$ cat config.mk
export PLATFORM = sky130hd
export DESIGN_NAME = n1_sarb_flat
export DESIGN_NICKNAME = d
export VERILOG_FILES = /design/src/rtl/n1_sarb_pkg.sv /design/src/rtl/n1_sarb_if.sv /design/src/rtl/n1_sarb.sv /design/src/flat_wrapper.sv
export SDC_FILE = /design/constraint.sdc
export NUM_CORES = 1
export LEC_CHECK = 0
export BUFFER_PORTS_ARGS = -buffer_cell sky130_fd_sc_hd__buf_2
export CAP_MARGIN = 20
export CORE_MARGIN = 1.5
export CORE_UTILIZATION = 34
export CTS_CLUSTER_DIAMETER = 150
export CTS_CLUSTER_SIZE = 40
export DETAILED_ROUTE_END_ITERATION = 6
export PLACE_DENSITY = 0.95
export REMOVE_ABC_BUFFERS = 1
export SKIP_CTS_REPAIR_TIMING = 1
export SLEW_MARGIN = 20
export SYNTH_ARGS = -nofsm -noshare
export SYNTH_HDL_FRONTEND = slang
export SYNTH_SLANG_ARGS = --single-unit
export TNS_END_PERCENT = 5
$ cat constraint.sdc
create_clock -name clk_i -period 3 [get_ports clk_i]
set_clock_uncertainty 0.05 [all_clocks]
set_input_delay 0.15 -clock clk_i [delete_from_list [all_inputs] [get_ports clk_i]]
set_output_delay 0.15 -clock clk_i [all_outputs]
set_load 0.005 [all_outputs]
$ cat src/rtl/n1_sarb_pkg.sv
// Shared types for the stack bus arbiter: FSM encoding, owner flag and the
// response bundle with its routing helper.
package n1_sarb_pkg;

  localparam int SARB_DAT_W = 16;

  typedef enum logic [1:0] {
    SARB_IDLE    = 2'b00,
    SARB_GNT_IPS = 2'b01,
    SARB_GNT_IRS = 2'b10
  } sarb_state_t;

  typedef enum logic {
    OWNER_IPS = 1'b0,
    OWNER_IRS = 1'b1
  } sarb_owner_t;

  typedef struct packed {
    logic ack;
    logic err;
    logic rty;
  } sarb_rsp_t;

  // Responses pass to an initiator only while it owns the bus.
  function automatic sarb_rsp_t rsp_route(input sarb_rsp_t rsp, input logic sel);
    rsp_route = sel ? rsp : '0;
  endfunction

endpackage

$ cat src/rtl/n1_sarb_if.sv
// Pipelined Wishbone stack-memory link, used both initiator-side and target-side.
interface n1_sarb_if #(
  parameter int SP_WIDTH = 12
);
  import n1_sarb_pkg::*;

  // Handshake: an access transfers on a clock edge where cyc & stb & ~stall;
  // each transferred access is later closed by exactly one of ack/err/rty,
  // with rdat valid alongside ack. Dropping cyc abandons all open accesses.
  logic                  cyc;
  logic                  stb;
  logic                  we;
  logic [SP_WIDTH-1:0]   adr;
  logic [SARB_DAT_W-1:0] wdat;
  logic                  ack;
  logic                  err;
  logic                  rty;
  logic                  stall;
  logic [SARB_DAT_W-1:0] rdat;

  modport master (
    output cyc, stb, we, adr, wdat,
    input  ack, err, rty, stall, rdat
  );

  modport slave (
    input  cyc, stb, we, adr, wdat,
    output ack, err, rty, stall, rdat
  );

endinterface

$ cat src/rtl/n1_sarb.sv
// Stack bus arbiter: round-robin sharing of one stack-RAM Wishbone port between
// the parameter-stack (IPS) and return-stack (IRS) initiators.
module n1_sarb
  import n1_sarb_pkg::*;
#(
  parameter  int SP_WIDTH = 12,
  parameter  int MAX_OUT  = 2,
  localparam int CNT_W    = $clog2(MAX_OUT + 1)
) (
  input  logic             clk_i,
  input  logic             async_rst_i,
  n1_sarb_if.slave         ips_sarb,
  n1_sarb_if.slave         irs_sarb,
  n1_sarb_if.master        sarb,
  output logic [1:0]       prb_sarb_state_o,
  output logic [CNT_W-1:0] prb_sarb_cnt_o
);

  localparam logic [CNT_W-1:0] CNT_MAX = CNT_W'(MAX_OUT);
  localparam logic [CNT_W-1:0] CNT_ONE = CNT_W'(1);

  sarb_state_t      state_q, state_d;
  logic [CNT_W-1:0] cnt_q, cnt_d;
  sarb_owner_t      last_q, last_d;

  sarb_rsp_t rsp, ips_rsp, irs_rsp;
  logic      rsp_any;
  logic      cap;
  logic      accept;

  assign rsp     = '{ack: sarb.ack, err: sarb.err, rty: sarb.rty};
  assign rsp_any = sarb.ack | sarb.err | sarb.rty;
  // A response in the same cycle frees a slot, so the cap only bites without one.
  assign cap     = (cnt_q == CNT_MAX) & ~rsp_any;
  assign accept  = sarb.stb & ~sarb.stall;

  // State register: FSM, outstanding counter and last-owner flag.
  always_ff @(posedge clk_i or posedge async_rst_i) begin
    if (async_rst_i) begin
      state_q <= SARB_IDLE;
      cnt_q   <= '0;
      last_q  <= OWNER_IRS;
    end else begin
      state_q <= state_d;
      cnt_q   <= cnt_d;
      last_q  <= last_d;
    end
  end

  // Next-state logic.
  always_comb begin
    state_d = state_q;
    cnt_d   = cnt_q;
    last_d  = last_q;
    if (accept && !rsp_any) begin
      cnt_d = cnt_q + CNT_ONE;
    end else if (!accept && rsp_any && cnt_q != '0) begin
      cnt_d = cnt_q - CNT_ONE;
    end
    case (state_q)
      SARB_IDLE: begin
        cnt_d = '0;
        if (ips_sarb.cyc && (!irs_sarb.cyc || last_q == OWNER_IRS)) begin
          state_d = SARB_GNT_IPS;
        end else if (irs_sarb.cyc) begin
          state_d = SARB_GNT_IRS;
        end
      end
      SARB_GNT_IPS: begin
        if (!ips_sarb.cyc) begin
          cnt_d   = '0;
          last_d  = OWNER_IPS;
          state_d = irs_sarb.cyc ? SARB_GNT_IRS : SARB_IDLE;
        end
      end
      SARB_GNT_IRS: begin
        if (!irs_sarb.cyc) begin
          cnt_d   = '0;
          last_d  = OWNER_IRS;
          state_d = ips_sarb.cyc ? SARB_GNT_IPS : SARB_IDLE;
        end
      end
      default: begin
        cnt_d   = '0;
        state_d = SARB_IDLE;
      end
    endcase
  end

  // Output routing: owner's request to the target, target's responses to the owner.
  always_comb begin
    sarb.cyc       = 1'b0;
    sarb.stb       = 1'b0;
    sarb.we        = 1'b0;
    sarb.adr       = '0;
    sarb.wdat      = '0;
    ips_sarb.stall = 1'b1;
    irs_sarb.stall = 1'b1;
    ips_sarb.rdat  = sarb.rdat;
    irs_sarb.rdat  = sarb.rdat;
    ips_rsp        = rsp_route(rsp, state_q == SARB_GNT_IPS);
    irs_rsp        = rsp_route(rsp, state_q == SARB_GNT_IRS);
    case (state_q)
      SARB_GNT_IPS: begin
        sarb.cyc       = ips_sarb.cyc;
        sarb.stb       = ips_sarb.cyc & ips_sarb.stb & ~cap;
        sarb.we        = ips_sarb.we;
        sarb.adr       = ips_sarb.adr;
        sarb.wdat      = ips_sarb.wdat;
        ips_sarb.stall = sarb.stall | cap;
        irs_sarb.rdat  = '0;
      end
      SARB_GNT_IRS: begin
        sarb.cyc       = irs_sarb.cyc;
        sarb.stb       = irs_sarb.cyc & irs_sarb.stb & ~cap;
        sarb.we        = irs_sarb.we;
        sarb.adr       = irs_sarb.adr;
        sarb.wdat      = irs_sarb.wdat;
        irs_sarb.stall = sarb.stall | cap;
        ips_sarb.rdat  = '0;
      end
      default: ;
    endcase
    ips_sarb.ack = ips_rsp.ack;
    ips_sarb.err = ips_rsp.err;
    ips_sarb.rty = ips_rsp.rty;
    irs_sarb.ack = irs_rsp.ack;
    irs_sarb.err = irs_rsp.err;
    irs_sarb.rty = irs_rsp.rty;
  end

  assign prb_sarb_state_o = state_q;
  assign prb_sarb_cnt_o   = cnt_q;

endmodule
$ cat src/flat_wrapper.sv
// flat-port wrapper written by rule: the top's interface ports become plain ports
module n1_sarb_flat import n1_sarb_pkg::*;
#(
  parameter  int SP_WIDTH = 12,
  parameter  int MAX_OUT  = 2,
  localparam int CNT_W    = $clog2(MAX_OUT + 1)
)
  (clk_i, async_rst_i, prb_sarb_state_o, prb_sarb_cnt_o, ips_sarb_cyc, ips_sarb_stb, ips_sarb_we, ips_sarb_adr, ips_sarb_wdat, ips_sarb_ack, ips_sarb_err, ips_sarb_rty, ips_sarb_stall, ips_sarb_rdat, irs_sarb_cyc, irs_sarb_stb, irs_sarb_we, irs_sarb_adr, irs_sarb_wdat, irs_sarb_ack, irs_sarb_err, irs_sarb_rty, irs_sarb_stall, irs_sarb_rdat, sarb_cyc, sarb_stb, sarb_we, sarb_adr, sarb_wdat, sarb_ack, sarb_err, sarb_rty, sarb_stall, sarb_rdat);
  n1_sarb_if #(.SP_WIDTH(SP_WIDTH)) ips_sarb_i ();
  n1_sarb_if #(.SP_WIDTH(SP_WIDTH)) irs_sarb_i ();
  n1_sarb_if #(.SP_WIDTH(SP_WIDTH)) sarb_i ();
  input  logic clk_i;
  input  logic async_rst_i;
  output logic [1:0] prb_sarb_state_o;
  output logic [CNT_W-1:0] prb_sarb_cnt_o;
  input wire logic [$bits(ips_sarb_i.cyc)-1:0] ips_sarb_cyc;
  input wire logic [$bits(ips_sarb_i.stb)-1:0] ips_sarb_stb;
  input wire logic [$bits(ips_sarb_i.we)-1:0] ips_sarb_we;
  input wire logic [$bits(ips_sarb_i.adr)-1:0] ips_sarb_adr;
  input wire logic [$bits(ips_sarb_i.wdat)-1:0] ips_sarb_wdat;
  output wire logic [$bits(ips_sarb_i.ack)-1:0] ips_sarb_ack;
  output wire logic [$bits(ips_sarb_i.err)-1:0] ips_sarb_err;
  output wire logic [$bits(ips_sarb_i.rty)-1:0] ips_sarb_rty;
  output wire logic [$bits(ips_sarb_i.stall)-1:0] ips_sarb_stall;
  output wire logic [$bits(ips_sarb_i.rdat)-1:0] ips_sarb_rdat;
  input wire logic [$bits(irs_sarb_i.cyc)-1:0] irs_sarb_cyc;
  input wire logic [$bits(irs_sarb_i.stb)-1:0] irs_sarb_stb;
  input wire logic [$bits(irs_sarb_i.we)-1:0] irs_sarb_we;
  input wire logic [$bits(irs_sarb_i.adr)-1:0] irs_sarb_adr;
  input wire logic [$bits(irs_sarb_i.wdat)-1:0] irs_sarb_wdat;
  output wire logic [$bits(irs_sarb_i.ack)-1:0] irs_sarb_ack;
  output wire logic [$bits(irs_sarb_i.err)-1:0] irs_sarb_err;
  output wire logic [$bits(irs_sarb_i.rty)-1:0] irs_sarb_rty;
  output wire logic [$bits(irs_sarb_i.stall)-1:0] irs_sarb_stall;
  output wire logic [$bits(irs_sarb_i.rdat)-1:0] irs_sarb_rdat;
  output wire logic [$bits(sarb_i.cyc)-1:0] sarb_cyc;
  output wire logic [$bits(sarb_i.stb)-1:0] sarb_stb;
  output wire logic [$bits(sarb_i.we)-1:0] sarb_we;
  output wire logic [$bits(sarb_i.adr)-1:0] sarb_adr;
  output wire logic [$bits(sarb_i.wdat)-1:0] sarb_wdat;
  input wire logic [$bits(sarb_i.ack)-1:0] sarb_ack;
  input wire logic [$bits(sarb_i.err)-1:0] sarb_err;
  input wire logic [$bits(sarb_i.rty)-1:0] sarb_rty;
  input wire logic [$bits(sarb_i.stall)-1:0] sarb_stall;
  input wire logic [$bits(sarb_i.rdat)-1:0] sarb_rdat;
  assign ips_sarb_i.cyc = ips_sarb_cyc;
  assign ips_sarb_i.stb = ips_sarb_stb;
  assign ips_sarb_i.we = ips_sarb_we;
  assign ips_sarb_i.adr = ips_sarb_adr;
  assign ips_sarb_i.wdat = ips_sarb_wdat;
  assign ips_sarb_ack = ips_sarb_i.ack;
  assign ips_sarb_err = ips_sarb_i.err;
  assign ips_sarb_rty = ips_sarb_i.rty;
  assign ips_sarb_stall = ips_sarb_i.stall;
  assign ips_sarb_rdat = ips_sarb_i.rdat;
  assign irs_sarb_i.cyc = irs_sarb_cyc;
  assign irs_sarb_i.stb = irs_sarb_stb;
  assign irs_sarb_i.we = irs_sarb_we;
  assign irs_sarb_i.adr = irs_sarb_adr;
  assign irs_sarb_i.wdat = irs_sarb_wdat;
  assign irs_sarb_ack = irs_sarb_i.ack;
  assign irs_sarb_err = irs_sarb_i.err;
  assign irs_sarb_rty = irs_sarb_i.rty;
  assign irs_sarb_stall = irs_sarb_i.stall;
  assign irs_sarb_rdat = irs_sarb_i.rdat;
  assign sarb_cyc = sarb_i.cyc;
  assign sarb_stb = sarb_i.stb;
  assign sarb_we = sarb_i.we;
  assign sarb_adr = sarb_i.adr;
  assign sarb_wdat = sarb_i.wdat;
  assign sarb_i.ack = sarb_ack;
  assign sarb_i.err = sarb_err;
  assign sarb_i.rty = sarb_rty;
  assign sarb_i.stall = sarb_stall;
  assign sarb_i.rdat = sarb_rdat;
  n1_sarb #(.SP_WIDTH(SP_WIDTH), .MAX_OUT(MAX_OUT)) u_core (.clk_i(clk_i), .async_rst_i(async_rst_i), .ips_sarb(ips_sarb_i), .irs_sarb(irs_sarb_i), .sarb(sarb_i), .prb_sarb_state_o(prb_sarb_state_o), .prb_sarb_cnt_o(prb_sarb_cnt_o));
endmodule
# [Word level (Yosys, flattened, before mapping)]
# Cells that the tools add are included.
# Widths: inputs -> output; s select.
[classes] add_sub_neg=2 n_eq_ne=6 n_mux=26 bitwise_logic=12 n_reduce_logical=13
[ops] cell="$mux 16" count=2
[ops] cell="$pmux 16 s2" count=1
[ops] cell="$pmux 12 s2" count=1
[ops] cell="$mux 2" count=9
[ops] cell="$pmux 1 s2" count=4
[ops] cell="$and 1x1->1" count=6
[ops] cell="$mux 3" count=2
[ops] cell="$pmux 2 s3" count=1
[ops] cell="$reduce_and 3->1" count=2
[ops] cell="$mux 1" count=5
[ops] cell="$eq 2x2->1 const B" count=2
[ops] cell="$logic_and 1x1->1" count=4
[ops] cell="$ne 2x2->1 const B" count=2
[ops] cell="$pmux 2 s2" count=1
[ops] cell="$reduce_bool 2->1" count=2
[ops] cell="$logic_not 1->1" count=3
[ops] cell="$ne 3x2->1 const B" count=1
[ops] cell="$not 1->1" count=3
[ops] cell="$or 1x1->1" count=3
[ops] cell="$add 2x1->2 const B" count=1
[ops] cell="$eq 2x1->1 const B" count=1
[ops] cell="$logic_not 2->1" count=1
[ops] cell="$sub 2x1->2 const B" count=1
[ops] cell="$logic_or 1x1->1" count=1
[totals] register_bits=5 inputBits=84 output_inout_bits=75

# [Logic depth before layout (Yosys ltp)]
[logic_depth] word_depth=15 depth_mapped=8

# [Least setup slack after synthesis]
# No wires, ideal clock.
[synth_path] path_kind="reg-to-reg" start="reg u_core.state_q[0] (netlist: u_core.prb_sarb_state_o[0])" end="reg u_core.cnt_q[0] (netlist: u_core.prb_sarb_cnt_o[0])" arrival_ps=1611 required_ps=2831 path_slack_ps=1220 stages_incl_launch_ff=8 path_buffers=0 period_less_slack_ps=1780 cell_sequence="dfrtp_1 -> inv_1 -> ha_1 -> nand4_2 -> a21oi_4 -> mux2i_1 -> xnor2_1 -> and2_1"
[synth_between] elab_chain_cells=10
[synth_rtl] item="start, declared" line_no="n1_sarb.sv:22" text="sarb_state_t state_q, state_d;"
[synth_rtl] item="start signal, assigned" line_no="n1_sarb.sv:44" text="state_q <= state_d;"
[synth_rtl] item="$eq 2x2->1 or $eq 2x1->1 (tied branches)" line_no="n1_sarb.sv:60, n1_sarb.sv:103"
[synth_rtl] item="$pmux 1 s2" line_no="n1_sarb.sv:103" text="case (state_q)"
[synth_rtl] item="$and 1x1->1" line_no="n1_sarb.sv:35" text="assign accept = sarb.stb & ~sarb.stall;"
[synth_rtl] item="$logic_not 1->1" line_no="n1_sarb.sv:57" text="end else if (!accept && rsp_any && cnt_q != '0) begin"
[synth_rtl] item="$logic_and 1x1->1 (2 in a row)" line_no="n1_sarb.sv:57"
[synth_rtl] item="$mux 2" line_no="n1_sarb.sv:57"
[synth_rtl] item="$mux 2" line_no="n1_sarb.sv:55" text="if (accept && !rsp_any) begin"
[synth_rtl] item="$mux 2 (on tied branches)" line_no="n1_sarb.sv:77, n1_sarb.sv:70"
[synth_rtl] item="$pmux 2 s2 (*)" line_no="n1_sarb.sv:60" text="case (state_q)"
[synth_rtl] item="net u_core.cnt_d[0]" line_no="n1_sarb.sv:23" text="logic [CNT_W-1:0] cnt_q, cnt_d;"
[synth_rtl] item="end signal, assigned" line_no="n1_sarb.sv:45" text="cnt_q <= cnt_d;"
[synth_rtl] item="end, declared" line_no="n1_sarb.sv:23"
# The timed path passes the listed nets; every way through them passes the cells marked *.
# A chain may end at the register's enable or synchronous reset.

# [Final worst setup path]
[layout_path] start="reg u_core.state_q[0] (netlist: u_core.prb_sarb_state_o[0])" end="out sarb_cyc"
[layout_between] elab_chain_cells=2
[layout_rtl] item="$eq 2x2->1 or $eq 2x1->1 (tied branches)" line_no="n1_sarb.sv:103"
[layout_rtl] item="$pmux 1 s2 (*)" line_no="n1_sarb.sv:103"
[layout_rtl] item="end, declared" line_no="flat_wrapper.sv:36" text="output wire logic [$bits(sarb_i.cyc)-1:0] sarb_cyc;"
# Every way passes the cells marked *; elsewhere a longest branch is shown, timed or not.

==> results.md <==
- Vias per inst: 4.78
- Leakage: 1.13 nW
- Synth top area cells: nor2b_1 32%, a22oi_1 19%, dfrtp_1 8.4%
- Sink Count: 5
- Placed cell count: between 300 and 400
- Final std cells w/o fill: 358
- Synthesis-stage register bit count: 5
- Clock transition at the registers of the reported paths: ~50 ps
- Crit path largest cell delay: around 440 ps
- Critical path peak fanout: 33
- First-pass GRT wire length: ~7500 um
- Worst Hold Depth: 3
- Setup Viol. Count Final: 0
- DR WL/cell: 13.0 um
- FFs w/ async S/R, synth: 1.00
- IO Port Bufs: ~160
- N_diodes: 0
- H-tree depth: 1
- Worst setup EP type: primary output
- Number of synthesized flops with an enable pin: 0
- Mean area per synthesized cell: 7.41 sq um
- CP max stage cell: ha_2
- Tightest Pin Transition: around 550 ps
- CP Data Arrival Time: approximately 2200 ps
- Relative slew slack: 0.636
- Grt ovf: 0
- Final Hold Fails: 0
- Routed met2 length: 2480 um
- Die area: a little under 0.004 sq mm
- Worst Hold Class: in -> reg
- Metal-1 WL: between 1500 and 2000 um
- IR Drop Worst-Case VDD: around 0.33 mV
- Row cnt: 21
- GPL Wtd Cong: around 0.84
- Routed wl met3: about 320 um
- Yosys warns: 0
- Kind of critical path: reg -> out
- Clk buf depth: 2
- Initial antenna violation count: 0
- Status: finished, final reports clean
- Worst reg2reg path startpoint: u_core.prb_sarb_state_o[0]
- CTS tree: built
- Area grow syn2layout: 71.0%
- Die width: ~62 um
- Period Utilization, post-route: 0.798
- Register area share after synthesis: 0.106
- Final Util: 0.607
- MaxCap Viol Count: 0
- Worst Path Buf+Inv: 3
- Post-synth top cells: 61 x nor2b_1, 30 x a22oi_1, 13 x clkbuf_1
- Initial DRC count: 159
- Highest routing layer actually used: met4
- Via count: 1710
- Layout fillers: 331
- Pin count of the biggest net entering global routing: 34
- Drt pass-1 iters: 4
- Yosys cell types: 30
- Vias in the first global route: 1590
- Number of cells on the critical path: 6
- IO Count: 159
- Total wire length: 4650 um
- Layout cells sized above 1: 0.558
- Initial Util: 0.355
- HP Start: ips_sarb_cyc
- Leading cell type by number of instances after synthesis: nor2b_1
- Unrepaired setup endpoints after global routing: no
- CP startpoint: u_core.prb_sarb_state_o[0]
- Overall routing resource usage: 0.227
- Core area: 0.00336 sq mm
- CP Data Required Time: 2800 ps
- TritonCTS Buffers: 3
- Multi-input logic area: 977 sq um
- DR DRC count: 0
- Worst-path cell chain: inv_1, ha_2, buf_4, a22oi_2, and2b_1, buf_2
- Power density cells: 583 mW/mm^2
- Worst-case reg-to-reg path depth: 6
- CP startpoint kind: register
- Commonest register cell after synthesis: dfrtp_1
- CP delay by family, top: buffers and inverters
- Max Fclk: about 420 MHz
- Chip height: ~62 um
- Tmin final: 2390 ps
- Cell accounting for the most synthesized area: nor2b_1
- Final instance area: approximately 0.0020 sq mm
- Register area: 126 sq um
- Synth Instances: 161
- Post-route ant nets: 0
- Synth top area share: 0.320
- Cell Area, Placed: 0.00200 sq mm
- Syn Std Cell Area: 0.00119 sq mm
- Fin Setup TNS: 0 ps
- Fin. max-slew vios: 0
- Dpl hpwl: 3740 um
- NumNets Final: approximately 400
- Worst skew pair latency: between 200 and 250 ps
- Root Buffer: clkbuf_4
layout make-up:
cell class	instances	area share
repair buffers	162	0.403
flip-flops and latches	5	0.0619
well taps	46	0.0282
inverters	8	0.0147
multi-input cells	133	0.479
clock buffers	4	0.0129
state kept, by name, indices dropped and copies added, names as in the netlist:
name / flops
u_core.last_q: 1
u_core.prb_sarb_state_o: 2
u_core.prb_sarb_cnt_o: 2
final timing paths:
path                                                   end  slack, ps
worst max-delay path                              sarb_cyc        610
worst min-delay path            u_core.prb_sarb_state_o[0]        170
worst max register to register    u_core.prb_sarb_cnt_o[1]        880
worst min register to register               u_core.last_q        510
max in group asynchronous                    u_core.last_q       2350
min in group asynchronous       u_core.prb_sarb_state_o[1]        300
placed cells by master (no fill, tap or decap), types with 2 or more instances in the layout:
cell type	count
nand2_1	7
dfrtp_1	4
a21oi_1	4
a22oi_1	30
and2_1	7
ha_2	2
nor2b_1	61
inv_1	8
buf_2	158
ha_1	4
buf_4	3
clkbuf_4	3
metrics by stage:
stage / total power [W] / setup WS [ps] / hold WS [ps]
6_report: 0.00119 / 606 / 171
5_1_grt: 0.00132 / 421 / 174
4_1_cts: 0.00120 / 609 / -249
3_5_place_dp: 0.00112 / 876 / 16.3
3_3_place_gp: 0.00109 / 942 / 4.74
2_1_floorplan: 0.000691 / 364 / -122
logic make-up after synthesis:
group | after synthesis | synth area share
compound gates | 42 | 0.277
xor+xnor | 1 | 0.00734
fa+ha+maj | 6 | 0.0629
buf+inv | 23 | 0.0797
flops | 5 | 0.106
mux | 1 | 0.00839
simple gates | 83 | 0.459
routing by layer:
metal	up-vias	global-route usage
li1	860	-
met1	775	0.267
met2	71	0.428
met3	4	0.0362
met4	0	0.0500
met5	-	0
worst register-to-register path: cells and delay by family, from the launching register on:
family	cells	cell delay, ps
AOI/OAI and AO/OA	2	360
adders and majority gates	1	440
buffers and inverters	2	500
and+or+nand+nor	1	280
DFF	1	420
where the power goes:
part           total (W)  switching (W)  internal [W]  leakage [nW]
clock network  0.0000801      0.0000297     0.0000504        0.0150
registers       0.000107      0.0000168     0.0000904        0.0644
logic            0.00100       0.000511      0.000491          1.05
Power figures use the tool's default switching activity.
